--- src/rtl/cpu_pkg.sv ---
// Shared core definitions: register-file geometry and the requester encoding
// used by the write-port arbiter.
package cpu_pkg;
  localparam int XLEN  = 32;
  localparam int AW    = 5;
  localparam int NREGS = 1 << AW;

  typedef enum logic {
    REQ_EX = 1'b0,
    REQ_LD = 1'b1
  } req_e;
endpackage

--- src/rtl/rf_wb_sched_if.sv ---
// Issue, producer and RF write-port signals of the write-back scheduler.
// Signal prefixes are from the scheduler's point of view.
interface rf_wb_sched_if #(
  parameter int CNT_W = 16
);
  import cpu_pkg::*;

  logic              i_iss_valid;
  logic [AW-1:0]     i_iss_rs1;
  logic [AW-1:0]     i_iss_rs2;
  logic [AW-1:0]     i_iss_rd;
  logic              i_iss_rs1_en;
  logic              i_iss_rs2_en;
  logic              i_iss_rd_en;
  logic              o_stall;
  logic              i_ex_valid;
  logic [AW-1:0]     i_ex_rd;
  logic [XLEN-1:0]   i_ex_data;
  logic              o_ex_ready;
  logic              i_ld_valid;
  logic [AW-1:0]     i_ld_rd;
  logic [XLEN-1:0]   i_ld_data;
  logic              o_ld_ready;
  logic              o_wr_en;
  logic [AW-1:0]     o_wr_addr;
  logic [XLEN-1:0]   o_wr_data;
  logic [NREGS-1:0]  o_pending;
  logic [CNT_W-1:0]  o_conflict_cnt;
  logic              o_err;

  modport slave (
    input  i_iss_valid, i_iss_rs1, i_iss_rs2, i_iss_rd,
    input  i_iss_rs1_en, i_iss_rs2_en, i_iss_rd_en,
    input  i_ex_valid, i_ex_rd, i_ex_data,
    input  i_ld_valid, i_ld_rd, i_ld_data,
    output o_stall, o_ex_ready, o_ld_ready,
    output o_wr_en, o_wr_addr, o_wr_data,
    output o_pending, o_conflict_cnt, o_err
  );

  modport master (
    output i_iss_valid, i_iss_rs1, i_iss_rs2, i_iss_rd,
    output i_iss_rs1_en, i_iss_rs2_en, i_iss_rd_en,
    output i_ex_valid, i_ex_rd, i_ex_data,
    output i_ld_valid, i_ld_rd, i_ld_data,
    input  o_stall, o_ex_ready, o_ld_ready,
    input  o_wr_en, o_wr_addr, o_wr_data,
    input  o_pending, o_conflict_cnt, o_err
  );
endinterface

--- src/rtl/rf_scoreboard.sv ---
// Pending-write scoreboard: one bit per register, RAW/WAW hazard lookup with
// same-cycle write bypass, and a sticky flag for writes nobody was waiting on.
module rf_scoreboard
  import cpu_pkg::*;
(
  input  logic             clk,
  input  logic             rst,
  input  logic             i_iss_valid,
  input  logic [AW-1:0]    i_iss_rs1,
  input  logic [AW-1:0]    i_iss_rs2,
  input  logic [AW-1:0]    i_iss_rd,
  input  logic             i_iss_rs1_en,
  input  logic             i_iss_rs2_en,
  input  logic             i_iss_rd_en,
  input  logic             i_wr_en,
  input  logic [AW-1:0]    i_wr_addr,
  output logic             o_stall,
  output logic [NREGS-1:0] o_pending,
  output logic             o_err
);
  localparam logic [NREGS-1:0] ONE = {{(NREGS-1){1'b0}}, 1'b1};

  logic [NREGS-1:0] r_pending;
  logic             r_err;
  logic [NREGS-1:0] w_set_mask;
  logic [NREGS-1:0] w_clr_mask;
  logic             w_issue;

  // A write landing this cycle reaches the reader through RF bypass.
  function automatic logic hazard(input logic [NREGS-1:0] pend, input logic [AW-1:0] r,
                                  input logic we, input logic [AW-1:0] wa);
    return pend[r] && !(we && (wa == r));
  endfunction

  always_comb begin
    o_stall = !rst && i_iss_valid &&
              ((i_iss_rs1_en && hazard(r_pending, i_iss_rs1, i_wr_en, i_wr_addr)) ||
               (i_iss_rs2_en && hazard(r_pending, i_iss_rs2, i_wr_en, i_wr_addr)) ||
               (i_iss_rd_en  && hazard(r_pending, i_iss_rd,  i_wr_en, i_wr_addr)));
    w_issue    = !rst && i_iss_valid && !o_stall && i_iss_rd_en && (i_iss_rd != '0);
    w_set_mask = w_issue ? (ONE << i_iss_rd) : '0;
    w_clr_mask = i_wr_en ? (ONE << i_wr_addr) : '0;
  end

  always_ff @(posedge clk) begin
    if (rst) begin
      r_pending <= '0;
      r_err     <= 1'b0;
    end else begin
      // Set is applied after clear so a same-cycle reissue keeps the bit.
      r_pending <= ((r_pending & ~w_clr_mask) | w_set_mask) & ~ONE;
      if (i_wr_en && !r_pending[i_wr_addr]) r_err <= 1'b1;
    end
  end

  assign o_pending = r_pending;
  assign o_err     = r_err;
endmodule

--- src/rtl/rf_wb_sched.sv ---
// Register-file write-port scheduler: round-robin arbitration between the EX
// and LD result producers, conflict counter, and the pending-write scoreboard.
module rf_wb_sched
  import cpu_pkg::*;
#(
  parameter int CNT_W = 16
) (
  input logic         clk,
  input logic         rst,
  rf_wb_sched_if.slave bus
);
  req_e             r_rr_last;
  logic [CNT_W-1:0] r_conflict_cnt;
  logic             w_ex_gnt;
  logic             w_ld_gnt;
  logic             w_gnt;
  logic [AW-1:0]    w_wr_addr;
  logic [XLEN-1:0]  w_wr_data;
  logic             w_wr_en;
  logic             w_stall;
  logic [NREGS-1:0] w_pending;
  logic             w_err;

  always_comb begin
    w_ex_gnt  = !rst && bus.i_ex_valid && (!bus.i_ld_valid || (r_rr_last == REQ_LD));
    w_ld_gnt  = !rst && bus.i_ld_valid && !w_ex_gnt;
    w_gnt     = w_ex_gnt || w_ld_gnt;
    w_wr_addr = w_ex_gnt ? bus.i_ex_rd   : (w_ld_gnt ? bus.i_ld_rd   : '0);
    w_wr_data = w_ex_gnt ? bus.i_ex_data : (w_ld_gnt ? bus.i_ld_data : '0);
    // x0 grants are consumed without touching the write port.
    w_wr_en   = w_gnt && (w_wr_addr != '0);
  end

  always_ff @(posedge clk) begin
    if (rst) begin
      r_rr_last      <= REQ_LD;
      r_conflict_cnt <= '0;
    end else begin
      if (w_ex_gnt)      r_rr_last <= REQ_EX;
      else if (w_ld_gnt) r_rr_last <= REQ_LD;
      if (bus.i_ex_valid && bus.i_ld_valid && (r_conflict_cnt != {CNT_W{1'b1}}))
        r_conflict_cnt <= r_conflict_cnt + 1'b1;
    end
  end

  rf_scoreboard u_sb (
    .clk          (clk),
    .rst          (rst),
    .i_iss_valid  (bus.i_iss_valid),
    .i_iss_rs1    (bus.i_iss_rs1),
    .i_iss_rs2    (bus.i_iss_rs2),
    .i_iss_rd     (bus.i_iss_rd),
    .i_iss_rs1_en (bus.i_iss_rs1_en),
    .i_iss_rs2_en (bus.i_iss_rs2_en),
    .i_iss_rd_en  (bus.i_iss_rd_en),
    .i_wr_en      (w_wr_en),
    .i_wr_addr    (w_wr_addr),
    .o_stall      (w_stall),
    .o_pending    (w_pending),
    .o_err        (w_err)
  );

  assign bus.o_stall        = w_stall;
  assign bus.o_ex_ready     = w_ex_gnt;
  assign bus.o_ld_ready     = w_ld_gnt;
  assign bus.o_wr_en        = w_wr_en;
  assign bus.o_wr_addr      = w_wr_addr;
  assign bus.o_wr_data      = w_wr_data;
  assign bus.o_pending      = rst ? '0 : w_pending;
  assign bus.o_conflict_cnt = rst ? '0 : r_conflict_cnt;
  assign bus.o_err          = !rst && w_err;
endmodule

--- src/flat_wrapper.sv ---
// flat-port wrapper written by rule: the top's interface ports become plain ports
module rf_wb_sched_flat import cpu_pkg::*;
#(
  parameter int CNT_W = 16
)
  (clk, rst, bus_i_iss_valid, bus_i_iss_rs1, bus_i_iss_rs2, bus_i_iss_rd, bus_i_iss_rs1_en, bus_i_iss_rs2_en, bus_i_iss_rd_en, bus_i_ex_valid, bus_i_ex_rd, bus_i_ex_data, bus_i_ld_valid, bus_i_ld_rd, bus_i_ld_data, bus_o_stall, bus_o_ex_ready, bus_o_ld_ready, bus_o_wr_en, bus_o_wr_addr, bus_o_wr_data, bus_o_pending, bus_o_conflict_cnt, bus_o_err);
  rf_wb_sched_if #(.CNT_W(CNT_W)) bus_i ();
  input logic clk;
  input logic rst;
  input wire logic [$bits(bus_i.i_iss_valid)-1:0] bus_i_iss_valid;
  input wire logic [$bits(bus_i.i_iss_rs1)-1:0] bus_i_iss_rs1;
  input wire logic [$bits(bus_i.i_iss_rs2)-1:0] bus_i_iss_rs2;
  input wire logic [$bits(bus_i.i_iss_rd)-1:0] bus_i_iss_rd;
  input wire logic [$bits(bus_i.i_iss_rs1_en)-1:0] bus_i_iss_rs1_en;
  input wire logic [$bits(bus_i.i_iss_rs2_en)-1:0] bus_i_iss_rs2_en;
  input wire logic [$bits(bus_i.i_iss_rd_en)-1:0] bus_i_iss_rd_en;
  input wire logic [$bits(bus_i.i_ex_valid)-1:0] bus_i_ex_valid;
  input wire logic [$bits(bus_i.i_ex_rd)-1:0] bus_i_ex_rd;
  input wire logic [$bits(bus_i.i_ex_data)-1:0] bus_i_ex_data;
  input wire logic [$bits(bus_i.i_ld_valid)-1:0] bus_i_ld_valid;
  input wire logic [$bits(bus_i.i_ld_rd)-1:0] bus_i_ld_rd;
  input wire logic [$bits(bus_i.i_ld_data)-1:0] bus_i_ld_data;
  output wire logic [$bits(bus_i.o_stall)-1:0] bus_o_stall;
  output wire logic [$bits(bus_i.o_ex_ready)-1:0] bus_o_ex_ready;
  output wire logic [$bits(bus_i.o_ld_ready)-1:0] bus_o_ld_ready;
  output wire logic [$bits(bus_i.o_wr_en)-1:0] bus_o_wr_en;
  output wire logic [$bits(bus_i.o_wr_addr)-1:0] bus_o_wr_addr;
  output wire logic [$bits(bus_i.o_wr_data)-1:0] bus_o_wr_data;
  output wire logic [$bits(bus_i.o_pending)-1:0] bus_o_pending;
  output wire logic [$bits(bus_i.o_conflict_cnt)-1:0] bus_o_conflict_cnt;
  output wire logic [$bits(bus_i.o_err)-1:0] bus_o_err;
  assign bus_i.i_iss_valid = bus_i_iss_valid;
  assign bus_i.i_iss_rs1 = bus_i_iss_rs1;
  assign bus_i.i_iss_rs2 = bus_i_iss_rs2;
  assign bus_i.i_iss_rd = bus_i_iss_rd;
  assign bus_i.i_iss_rs1_en = bus_i_iss_rs1_en;
  assign bus_i.i_iss_rs2_en = bus_i_iss_rs2_en;
  assign bus_i.i_iss_rd_en = bus_i_iss_rd_en;
  assign bus_i.i_ex_valid = bus_i_ex_valid;
  assign bus_i.i_ex_rd = bus_i_ex_rd;
  assign bus_i.i_ex_data = bus_i_ex_data;
  assign bus_i.i_ld_valid = bus_i_ld_valid;
  assign bus_i.i_ld_rd = bus_i_ld_rd;
  assign bus_i.i_ld_data = bus_i_ld_data;
  assign bus_o_stall = bus_i.o_stall;
  assign bus_o_ex_ready = bus_i.o_ex_ready;
  assign bus_o_ld_ready = bus_i.o_ld_ready;
  assign bus_o_wr_en = bus_i.o_wr_en;
  assign bus_o_wr_addr = bus_i.o_wr_addr;
  assign bus_o_wr_data = bus_i.o_wr_data;
  assign bus_o_pending = bus_i.o_pending;
  assign bus_o_conflict_cnt = bus_i.o_conflict_cnt;
  assign bus_o_err = bus_i.o_err;
  rf_wb_sched #(.CNT_W(CNT_W)) u_core (.clk(clk), .rst(rst), .bus(bus_i));
endmodule
--- config.mk ---
export PLATFORM = sky130hd
export DESIGN_NAME = rf_wb_sched_flat
export DESIGN_NICKNAME = d
export VERILOG_FILES = /design/src/rtl/cpu_pkg.sv /design/src/rtl/rf_wb_sched_if.sv /design/src/rtl/rf_scoreboard.sv /design/src/rtl/rf_wb_sched.sv /design/src/flat_wrapper.sv
export SDC_FILE = /design/constraint.sdc
export NUM_CORES = 1
export LEC_CHECK = 0
export BUFFER_PORTS_ARGS = -buffer_cell sky130_fd_sc_hd__clkbuf_2
export CORE_MARGIN = 4
export CORE_UTILIZATION = 40
export DETAILED_ROUTE_END_ITERATION = 10
export PLACE_DENSITY = 0.72
export SYNTH_ARGS = -nofsm -noshare
export SYNTH_HDL_FRONTEND = slang
export SYNTH_SLANG_ARGS = --single-unit
export TNS_END_PERCENT = 10
--- constraint.sdc ---
create_clock -name clk -period 3.3 [get_ports clk]
set_input_delay 0.66 -clock clk [delete_from_list [all_inputs] [get_ports clk]]
set_output_delay 0.66 -clock clk [all_outputs]
set_load 0.01 [all_outputs]
### Word-level counts from Yosys, hierarchy flattened

Cells that the tools add are included.

* add/subtract/negate cells: 1
* multiply operators: 0
* div/mod/pow operators: 0
* order comparisons: 4
* eq/ne operators: 4
* shift operators: 2
* muxes and demuxes: 18
* bitwise logic cells: 3
* reduce and logical (&&, ||, !) cells: 38

Operators by type and width (number)
* $mux 32: 5
* $shl 1x5->32 const A: 2
* $and 32x32->32: 1
* $not 32->32: 1
* $or 32x32->32: 1
* $lt 5x6->1 const B: 4
* $logic_and 1x1->1: 23
* $bmux 1 s5: 4
* $add 16x1->16 const B: 1
* $mux 16: 1
* $ne 16x16->1 const B: 1
* $eq 5x5->1: 3
* $mux 5: 2
* $reduce_bool 5->1: 2
* $logic_not 1->1: 8
* $mux 1: 6
* $logic_or 1x1->1: 4
* $reduce_bool 2->1: 1

* flip-flop bits (word level): 50
* latch bits: 0
* memory bits (writable): 0
* memory bits (read-only): 0
* input port bits: 97
* output and inout port bits: 90
* word-level logic and storage cells: 75
* memories: 0

### Logic depth before layout (Yosys ltp)

Gate-level depths: netlist of the first run.

* word-level depth: 22
* mapped depth: 10
* mapped depth without buffers: 8

### By module

A second synthesis of the first run with hierarchy kept.

* cells, all modules: 510
* area, all modules: 4346.7 um^2

By module, submodules not included
* rf_scoreboard: times used 1, cells an instance 307, area each 2777.7 um^2, sequential area each 640.6 um^2
* rf_wb_sched: times used 1, cells an instance 203, area each 1569.0 um^2, sequential area each 340.3 um^2

### Worst setup path after synthesis of the first run

OpenSTA, ideal clock, no wires.

* kind: input port to output port
* from: input port bus_i_iss_rd[0]
* to: output port bus_o_stall
* arrival: 2.628 ns
* required time: 2.640 ns
* slack: 0.012 ns
* stages: 8
* buffers on the path: 2
* cell sequence: clkbuf_1 mux2_2 a221oi_1 nor3_1 o311a_1 a32o_1 buf_2 o21a_1

* word-level cells in the longest chain between the ends: 7
* elaborated cells between the ends (all ways): 9
* those cells by class: eq/ne: 1; mux: 2; reduce/logical: 6

RTL lines
* start: declaration: RTL line flat_wrapper.sv:13 `input wire logic [$bits(bus_i.i_iss_rd)-1:0] bus_i_iss_rd;`
* branches (longest 3 deep; another with $bmux 1 s5)
* $logic_and 1x1->1 *: RTL line rf_scoreboard.sv:32 `return pend[r] && !(we && (wa == r));`
* $logic_and 1x1->1 *: RTL line rf_scoreboard.sv:39 `(i_iss_rd_en && hazard(r_pending, i_iss_rd, i_wr_en, i_wr_addr)));`
* $logic_or 1x1->1 *: RTL line rf_scoreboard.sv:38 `(i_iss_rs2_en && hazard(r_pending, i_iss_rs2, i_wr_en, i_wr_addr)) ||`
* $logic_and 1x1->1 *: RTL line rf_scoreboard.sv:36 `o_stall = !rst && i_iss_valid &&`
* end: declaration: RTL line flat_wrapper.sv:23 `output wire logic [$bits(bus_i.o_stall)-1:0] bus_o_stall;`

Every way passes the cells marked *. The select of a mux whose other input is x is not followed.

### Worst setup path after layout of the first run

Same ends and word-level chain as after synthesis.

==> results.toml, run 1 <==
[synth]
synth_area_sq_um = 4370
ys_ff_latch = 49
avgSynthCellArea_sq_um = 8.30
synthArstFlopShare_pct = 0
synth-edff-count = 0
synthFlopType = "dfxtp_1"
yosysUniqueCellTypes = 64
syn_inst = 527
synth-seq-area-share_pct = 22.4
yosys_warnings = 0
synthesis.nets = 625

[timing]
clock_skew_ps = 13.7
hold_viol_final = 0
timing.hold.ws_ps = 552
setup_viol = 0
timing.final.crit_period_ps = 3240
fin_crit_sh_pct = 98.3
worst_slack_ps = 56.7
tightest_slew_ps = 906
slew_headroom_pct = 39.4
fmax_ghz = 0.308
drv_slew = 0

[critical_path]
cp_data_required_time_ps = 2640
crit_buf_inv = 2
slowest_delay_ps = 380
crit_type = "in -> out"
endpoint_kind = "output pin"
worst-path-stages = 8
critPathMaxFanout = 8
arrival_ps = 2580
path_delay_family = "compound AO/OA/AOI/OAI gates"
path_cells = "buf_2 -> mux2_2 -> a221oi_1 -> nor3_1 -> o311a_1 -> a32o_1 -> o21a_1 -> clkbuf_2"
cpMaxStageDelayCell = "mux2_2"
critPathLaunchType = "input port"
worstRegToRegCells = 8

[place]
gp_congestion = 1.07
place_area_sq_um = 5500
dp_slack_ps = 33.2
post-place-cells = 831
hpwl_mm = 13.8
portBuffers = 185

[routing]
drt-total-wl_mm = 17.5
drc = 0
antenna_left = 0
vias = 5164
via_per_inst = 6.13
drtIter0Drc = 560
wl_per_cell_microns = 20.8
drt-pass1-iter-count = 5

[global_route]
antenna_found_initial = 0
first_global_vias = 5103
grt_overflow = 0
track_usage_pct = 26.6
grt_max_degree = 84
grt_pass1_wl_mm = 27.2

[floorplan]
fp.dieW_microns = 113
fp-row-count = 37
ios = 187
die_y_microns = 113
die_area_sq_um = 12700
initial_core_util_pct = 41.8
coreArea_sq_um = 10500

[finish]
fin_nets = 803
stdcell_count = 842
synthToLayoutAreaGrowth_pct = 29.4
antenna_cells = 0
drive_gt1_share_pct = 37.5
fin_util_pct = 54.1
design_area_sq_um = 5660

[worst_hold_path]
hp-class = "reg -> reg"
holdPathStages = 2

[power_and_ir_drop]
p_per_area_nw_per_um2 = 257
static-leakage-power_nw = 2.44
ir_worst_vdd_v = 0.000216

[clocking]
cts_buffers = 5
cts_tree = "yes"
cts_sinks = 49
cts_max_level = 2
path_clk_slew_ps = 100
cts.path.max_buffers = 2
holdBufCountCts = 0
ctsRootBufferMaster = "clkbuf_8"
insertion_delay_ps = 300

[flow_run]
max_cap_viol_count = 0

[outcome]
status = "finished clean"
==> per-layer routing <==
metal / vias up / track usage, % / part of all wire, %
li1: 2346 / - / -
met5: - / 0 / 0
met1: 2422 / 33.0 / 37
met2: 340 / 43.6 / 48
met4: 0 / 13.1 / 4.4
met3: 56 / 5.39 / 11
==> cells in the mapped netlist, drive strengths merged (4+ instances only) <==
cell,number,area (sq um)
nand4,9,56.3
o221ai,5,43.8
nor2b,60,375
o21ai,41,205
a21oi,5,25.0
buf,23,118
inv,13,48.8
mux2i,18,180
dfxtp,49,981
nor3,12,60.1
nand3,18,90.1
nor2,39,163
xor2,7,61.3
mux4,15,338
a22o,32,280
and3,4,25.0
clkbuf,21,78.8
xnor2,20,175
nand2,44,165
o31ai,4,30.0
o41ai,26,273
mux2,7,78.8
==> repair_timing <==
item | CTS | global route
gates resized for setup | 1 | 8
endpoints found under the setup margin | 1 | 1
pin swaps | 0 | 3
endpoints found under the hold margin | 0 | 0
setup buffers | 0 | 3
==> cell usage in the layout (no fill, tap or decap), types with 4 or more instances in the layout <==
cell type  netlist  layout
mux4_2          15      15
o41ai_1         20      20
nand2_1         44      44
clkbuf_2         0     182
nor2b_1         60      59
dfxtp_1         49      49
nor3_1          12      11
xor2_1           7       7
mux2_2           7       7
and3_1           4       4
o31ai_1          4       4
a21oi_1          5       5
mux2i_1         18      18
o221ai_1         5       5
nand3_1         18      18
xnor2_1         20      20
o41ai_2          6       6
nand4_1          9       9
a22o_1          32      32
o21ai_0         38      38
buf_4            2      28
inv_1           11      11
nor2_1          38      37
clkbuf_8         0       6
==> logic make-up after synthesis <==
group,after synthesis,share of synthesized area (%)
buf+inv,57,5.61
fa+ha+maj,1,0.286
mux,40,13.7
compound gates,146,27.5
xor+xnor,27,5.41
other cells,1,0.0858
flops,49,22.4
simple gates,206,25.0
==> registers in the layout (all words and copies together), names as in the netlist <==
| signal | count |
|---|---|
| u_core.u_sb.o_err | 1 |
| u_core.u_sb.o_pending | 31 |
| u_core.r_rr_last | 1 |
| u_core.r_conflict_cnt | 16 |
==> worst paths after layout <==
kind                                               start                                      to  slack [ps]
setup / recovery                         bus_i_iss_rd[0]                             bus_o_stall          60
hold / removal    u_core.r_conflict_cnt[10]$_SDFFE_PP0P_  u_core.r_conflict_cnt[10]$_SDFFE_PP0P_         550
setup reg to reg           u_core.r_rr_last$_SDFFE_PP1P_          u_core.u_sb.o_err$_SDFFE_PP0P_         470
hold reg to reg   u_core.r_conflict_cnt[10]$_SDFFE_PP0P_  u_core.r_conflict_cnt[10]$_SDFFE_PP0P_         550
==> layout make-up <==
type | count | area [sq um]
fill | 1017 | 4810
multi-input combinational | 421 | 3170
timing repair buffer | 215 | 1180
sequential | 49 | 981
tap | 136 | 170
clock buffer | 6 | 82.6
inverter | 13 | 51.3
clock inverter | 2 | 17.5
==> where the power goes <==
part / switching, W / internal (W)
Clock: 0.000211 / 0.000174
Combinational: 0.000270 / 0.000192
Sequential: 0.00000863 / 0.000598
==> per-stage QoR <==
stage / power [W] / setup TNS, ps
after global placement: 0.00106 / 0
final: 0.00145 / 0
after detailed placement: 0.00107 / 0
after CTS: 0.00145 / 0
after floorplan: 0.000882 / 0
after global routing: 0.00152 / -13.8
==> worst reg2reg max path, cell delays in order, from the launching register on <==
cell       delay (ps)
dfxtp_1           480
nand2b_2          300
a32oi_4           180
buf_4             190
nor2_1            690
mux4_2            600
a2bb2oi_1         140
o2111ai_1         110
o221ai_1           80
Power figures use the tool's default switching activity.
==> run 2: changes to the inputs <==
--- a/config.mk
+++ b/config.mk
@@ -7,3 +7,2 @@
 export LEC_CHECK = 0
-export BUFFER_PORTS_ARGS = -buffer_cell sky130_fd_sc_hd__clkbuf_2
 export CORE_MARGIN = 4
@@ -11,3 +10,3 @@
 export DETAILED_ROUTE_END_ITERATION = 10
-export PLACE_DENSITY = 0.72
+export DONT_BUFFER_PORTS = 1
 export SYNTH_ARGS = -nofsm -noshare
==> constraint.sdc (replaced) <==
create_clock -name clk -period 3.3 [get_ports clk]
set_input_delay 0.33 -clock clk [delete_from_list [all_inputs] [get_ports clk]]
set_output_delay 0.33 -clock clk [all_outputs]
set_load 0.01 [all_outputs]
==> results.toml, run 2 (synthesis results as in run 1) <==
[outcome]
status = "finished clean"

[routing]
drt-total-wl_mm = 16.5
drc = 0
met3_length_mm = 1.93
via_per_inst = 6.78
vias = 4345
antenna_left = 0
wirelength_met1_mm = 6.29
topRoutingLayerUsed = "met4"
drt-pass1-iter-count = 7
dr_wl_met2_mm = 7.84
drtIter0Drc = 473
wl_per_cell_microns = 25.7

[timing]
setup_viol = 0
clock_skew_ps = 11.6
fin_crit_sh_pct = 91.3
setup-tns-final_ps = 0
tightest_slew_ps = 762
slew_headroom_pct = 49.0
timing.final.crit_period_ps = 3010
fmax_ghz = 0.332
hold_viol_final = 0
rsz0062_at_grt = "false"
drv_slew = 0

[finish]
multi_input_comb_area_sq_um = 3150
final_cell_mix = "nor2b_1 (60), dfxtp_1 (49), nand2_1 (44)"
synthToLayoutAreaGrowth_pct = 4.32
register_area_sq_um = 981
drive_gt1_share_pct = 12.1
final_common_cell = "nor2b_1"
largest_reg_flops = 31
fin_nets = 602
stdcell_count = 641
nFillCells = 1073

[critical_path]
path_delay_family = "compound AO/OA/AOI/OAI gates"
critPathMaxFanout = 15
arrival_ps = 2680
endpoint_kind = "output pin"
cp_data_required_time_ps = 2970
path_cells = "nand2b_2 -> a32oi_2 -> inv_2 -> xnor2_1 -> nand4_1 -> o41a_2 -> o21a_1"
slowest_delay_ps = 560
critPathLaunchType = "register"
reg2reg_setup_slack_ps = 430
timing.rr.end = "u_core.u_sb.o_pending[15]$_SDFF_PP0_"
cpMaxStageDelayCell = "o41a_2"
r2r_start = "u_core.r_rr_last$_SDFFE_PP1P_"
crit_type = "reg -> out"
worstRegToRegCells = 8
crit_buf_inv = 1

[power_and_ir_drop]
ir_worst_vdd_v = 0.000356
p_per_area_nw_per_um2 = 289
static-leakage-power_nw = 1.55

[global_route]
track_usage_pct = 24.6
grt_overflow = 0
grt_max_degree = 90
first_global_vias = 4179
grt_pass1_wl_mm = 24.7
antenna_found_initial = 1

[clocking]
cts_sinks = 49
path_clk_slew_ps = 90
cts_buffers = 5
cts_setup_buffers = 0
insertion_delay_ps = 300
cts.path.max_buffers = 2
ctsRootBufferMaster = "clkbuf_8"
cts_max_level = 2
cts_tree = "yes"

[floorplan]
fp.dieW_microns = 113
coreArea_sq_um = 10500
initial_core_util_pct = 41.8
die_y_microns = 113
ios = 187
fp-row-count = 37
die_area_sq_um = 12700

[worst_hold_path]
worst_hold_startpoint = "bus_i_ld_valid"
hp-class = "in -> reg"
holdPathStages = 2
min_to = "u_core.r_rr_last$_SDFFE_PP1P_"

[place]
hpwl_mm = 12.8
portBuffers = 0
gp_congestion = 0.947
post-place-cells = 633

[flow_run]
max_cap_viol_count = 0
run 2: cell types whose count changed in the layout (fill, tap and decap cells not counted), sizes merged:
cell	change
inv	-1
clkbuf	-184
bufinv	+1
buf	-18
diode	+1
run 2: layout make-up:
class / instances / share of cell area (%)
inverter: 13 / 1.07
clock buffer: 5 / 1.51
tap: 136 / 3.73
multi-input combinational: 421 / 69.1
timing repair buffer: 14 / 2.30
antenna: 1 / 0.0549
clock inverter: 2 / 0.768
sequential: 49 / 21.5
run 2: timing repair:
item,4_1_cts,5_1_grt
gates resized for setup,0,1
hold buffers,0,0
endpoints found under the setup margin,0,1
run 2: power breakdown:
group / internal, W / switching (W)
clock network: 0.000221 / 0.000198
registers: 0.000598 / 0.00000773
logic: 0.000112 / 0.000181
total: 0.000930 / 0.000386
run 2: per-layer routing:
metal | vias up | global-route usage, %
li1 | 1931 | -
met5 | - | 0
met2 | 301 | 39.5
met3 | 31 | 6.42
met1 | 2082 | 32.4
met4 | 0 | 7.53
run 2: through the flow:
step                      util, %  setup WS, ps  cell area, sq um  power (W)  hold slack [ps]
final                        43.6           286              4560    0.00132              175
after floorplan                 -           672              4370   0.000882              463
after CTS                    43.6           181              4560    0.00133              102
after global placement       42.6           542              4450   0.000907              431
after global routing         43.6           155              4560    0.00136              131
after detailed placement     42.6           359              4450   0.000908              434
run 2: worst max-delay path by stage:
stage | start | end | slack, ps | depth (start not counted)
3_5_place_dp | u_core.r_rr_last$_SDFFE_PP1P_ | u_core.u_sb.o_pending[7]$_SDFF_PP0_ | 360 | 8
5_1_grt | u_core.r_rr_last$_SDFFE_PP1P_ | bus_o_stall | 160 | 7
3_3_place_gp | u_core.r_rr_last$_SDFFE_PP1P_ | u_core.u_sb.o_pending[4]$_SDFF_PP0_ | 540 | 9
6_report | u_core.r_rr_last$_SDFFE_PP1P_ | bus_o_stall | 290 | 7
2_1_floorplan | bus_i_iss_rd[0] | bus_o_stall | 670 | 8
4_1_cts | u_core.r_rr_last$_SDFFE_PP1P_ | bus_o_stall | 180 | 7
run 2: worst register-to-register path, delay by kind of cell (launching register included):
family,cells,cell delay (ps)
buf+inv,2,490
simple gates,2,390
flops,1,380
compound gates,3,1320
xor+xnor,1,190
==> run 3: changes to the inputs <==
--- a/constraint.sdc
+++ b/constraint.sdc
@@ -3,2 +3,2 @@
 set_output_delay 0.33 -clock clk [all_outputs]
-set_load 0.01 [all_outputs]
+set_load 0.005 [all_outputs]
==> results.toml, run 3 (synthesis results as in run 1) <==
[timing]
hold_viol_final = 0
worst_slack_ps = 260
clock_skew_ps = 17.9
fin_crit_sh_pct = 92.1
rsz0062_at_grt = "false"
setup_viol = 0
setup-tns-final_ps = 0
slew_headroom_pct = 62.9
timing.hold.ws_ps = 125
timing.final.crit_period_ps = 3040
fmax_ghz = 0.329
tightest_slew_ps = 555
drv_slew = 0

[floorplan]
coreArea_sq_um = 10500
fp-row-count = 37
ios = 187
initial_core_util_pct = 41.8
die_area_sq_um = 12700
die_y_microns = 113
fp.dieW_microns = 113

[routing]
antenna_left = 0
via_per_inst = 6.71
drt-total-wl_mm = 16.1
drt-pass1-iter-count = 5
drtIter0Drc = 433
drc = 0
vias = 4265
wl_per_cell_microns = 25.3

[critical_path]
slowest_delay_ps = 380
worstRegToRegCells = 9
r2r_start = "u_core.r_rr_last$_SDFFE_PP1P_"
path_delay_family = "compound AO/OA/AOI/OAI gates"
cpMaxStageDelayCell = "dfxtp_1"
endpoint_kind = "output pin"
arrival_ps = 2710
crit_type = "reg -> out"
reg2reg_setup_slack_ps = 410
timing.rr.end = "u_core.u_sb.o_pending[15]$_SDFF_PP0_"
path_cells = "nand2b_2 -> a32oi_2 -> inv_2 -> xnor2_1 -> and4b_1 -> nand4_1 -> a32o_1 -> buf_12 -> o21a_1"
cp_data_required_time_ps = 2970
critPathLaunchType = "register"
crit_buf_inv = 2
critPathMaxFanout = 32

[power_and_ir_drop]
intPower_w = 0.000863
p_seq_share_pct = 47.9
ir_worst_vdd_v = 0.000155
p_per_area_nw_per_um2 = 280
static-leakage-power_nw = 1.52
power_frac_comb_pct = 21.8
pwr-share-clk_pct = 30.3
swShare_pct = 31.8
p_switching_w = 0.000402

[global_route]
grt_max_degree = 90
track_usage_pct = 23.8
first_global_vias = 4086
grt_pass1_wl_mm = 24.2
antenna_found_initial = 0
grt_overflow = 0

[worst_hold_path]
worst_hold_startpoint = "rst"
holdPathStages = 1
min_to = "u_core.r_conflict_cnt[15]$_SDFFE_PP0P_"
hp-class = "in -> reg"

[clocking]
ctsRootBufferMaster = "clkbuf_8"
insertion_delay_ps = 310
holdBufCountCts = 0
cts_tree = "yes"
cts.path.max_buffers = 2
cts_buffers = 5
cts_max_level = 2
cts_setup_buffers = 0
cts_sinks = 49
path_clk_slew_ps = 110
cts.repair.resized = 0

[finish]
antenna_cells = 0
final_common_cell = "nor2b_1"
multi_input_comb_area_sq_um = 3150
nFillCells = 1043
synthToLayoutAreaGrowth_pct = 3.35
fin_nets = 597
final_cell_mix = "nor2b_1 (60), dfxtp_1 (49), nand2_1 (44)"
drive_gt1_share_pct = 11.2
register_area_sq_um = 981
largest_reg_flops = 31

[place]
portBuffers = 0
gp_congestion = 0.974
hpwl_mm = 12.5
dp_slack_ps = 484

[outcome]
status = "finished clean"

[flow_run]
max_cap_viol_count = 0
## run 3: cell types whose count changed in the layout (fill, tap and decap cells not counted)
cell        before  now
o41a_1           0    1
bufinv_16        1    0
clkinvlp_4       0    1
inv_6            0    1
buf_12           0    1
diode_2          1    0
buf_4           14    8
o41a_2           1    0
## run 3: worst max path at each step
stage / start / end / slack [ps] / cells after the start
detailed placement: u_core.r_rr_last$_SDFFE_PP1P_ / u_core.u_sb.o_pending[18]$_SDFF_PP0_ / 480 / 9
finish: u_core.r_rr_last$_SDFFE_PP1P_ / bus_o_stall / 260 / 9
global route: u_core.r_rr_last$_SDFFE_PP1P_ / bus_o_stall / 70 / 9
global placement: u_core.r_rr_last$_SDFFE_PP1P_ / u_core.u_sb.o_pending[16]$_SDFF_PP0_ / 650 / 9
floorplan: bus_i_iss_rd[0] / bus_o_stall / 700 / 8
CTS: u_core.r_rr_last$_SDFFE_PP1P_ / bus_o_stall / 260 / 9
## run 3: through the flow
step	total power, W	cell area [sq um]	instances	util, %
after floorplan	0.000867	4370	527	-
after global placement	0.000889	4430	628	42.3
after detailed placement	0.000891	4430	628	42.3
after CTS	0.00127	4520	636	43.2
after global routing	0.00131	4520	636	43.2
final	0.00127	4520	636	43.2
## run 3: routing by layer
metal | GRT usage (%) | routed length, microns
met1 | 30.8 | 6270
met2 | 40.1 | 7730
met3 | 6.20 | 1810
met4 | 4.97 | 303
met5 | 0 | 0
## run 3: final cells by class
class	instances	share of cell area, %
Multi-Input combinational cell	421	69.7
Clock inverter	3	0.471
Tap cell	136	3.77
Inverter	13	1.08
Clock buffer	5	1.52
Sequential cell	49	21.7
Timing Repair Buffer	9	1.77
## run 3: power by group through the flow
stage	sequential [W]	combinational [W]	clock, W
floorplan	0.000616	0.000250	0
global placement	0.000619	0.000269	0
detailed placement	0.000620	0.000271	0
CTS	0.000606	0.000273	0.000386
global route	0.000607	0.000295	0.000406
finish	0.000606	0.000275	0.000383
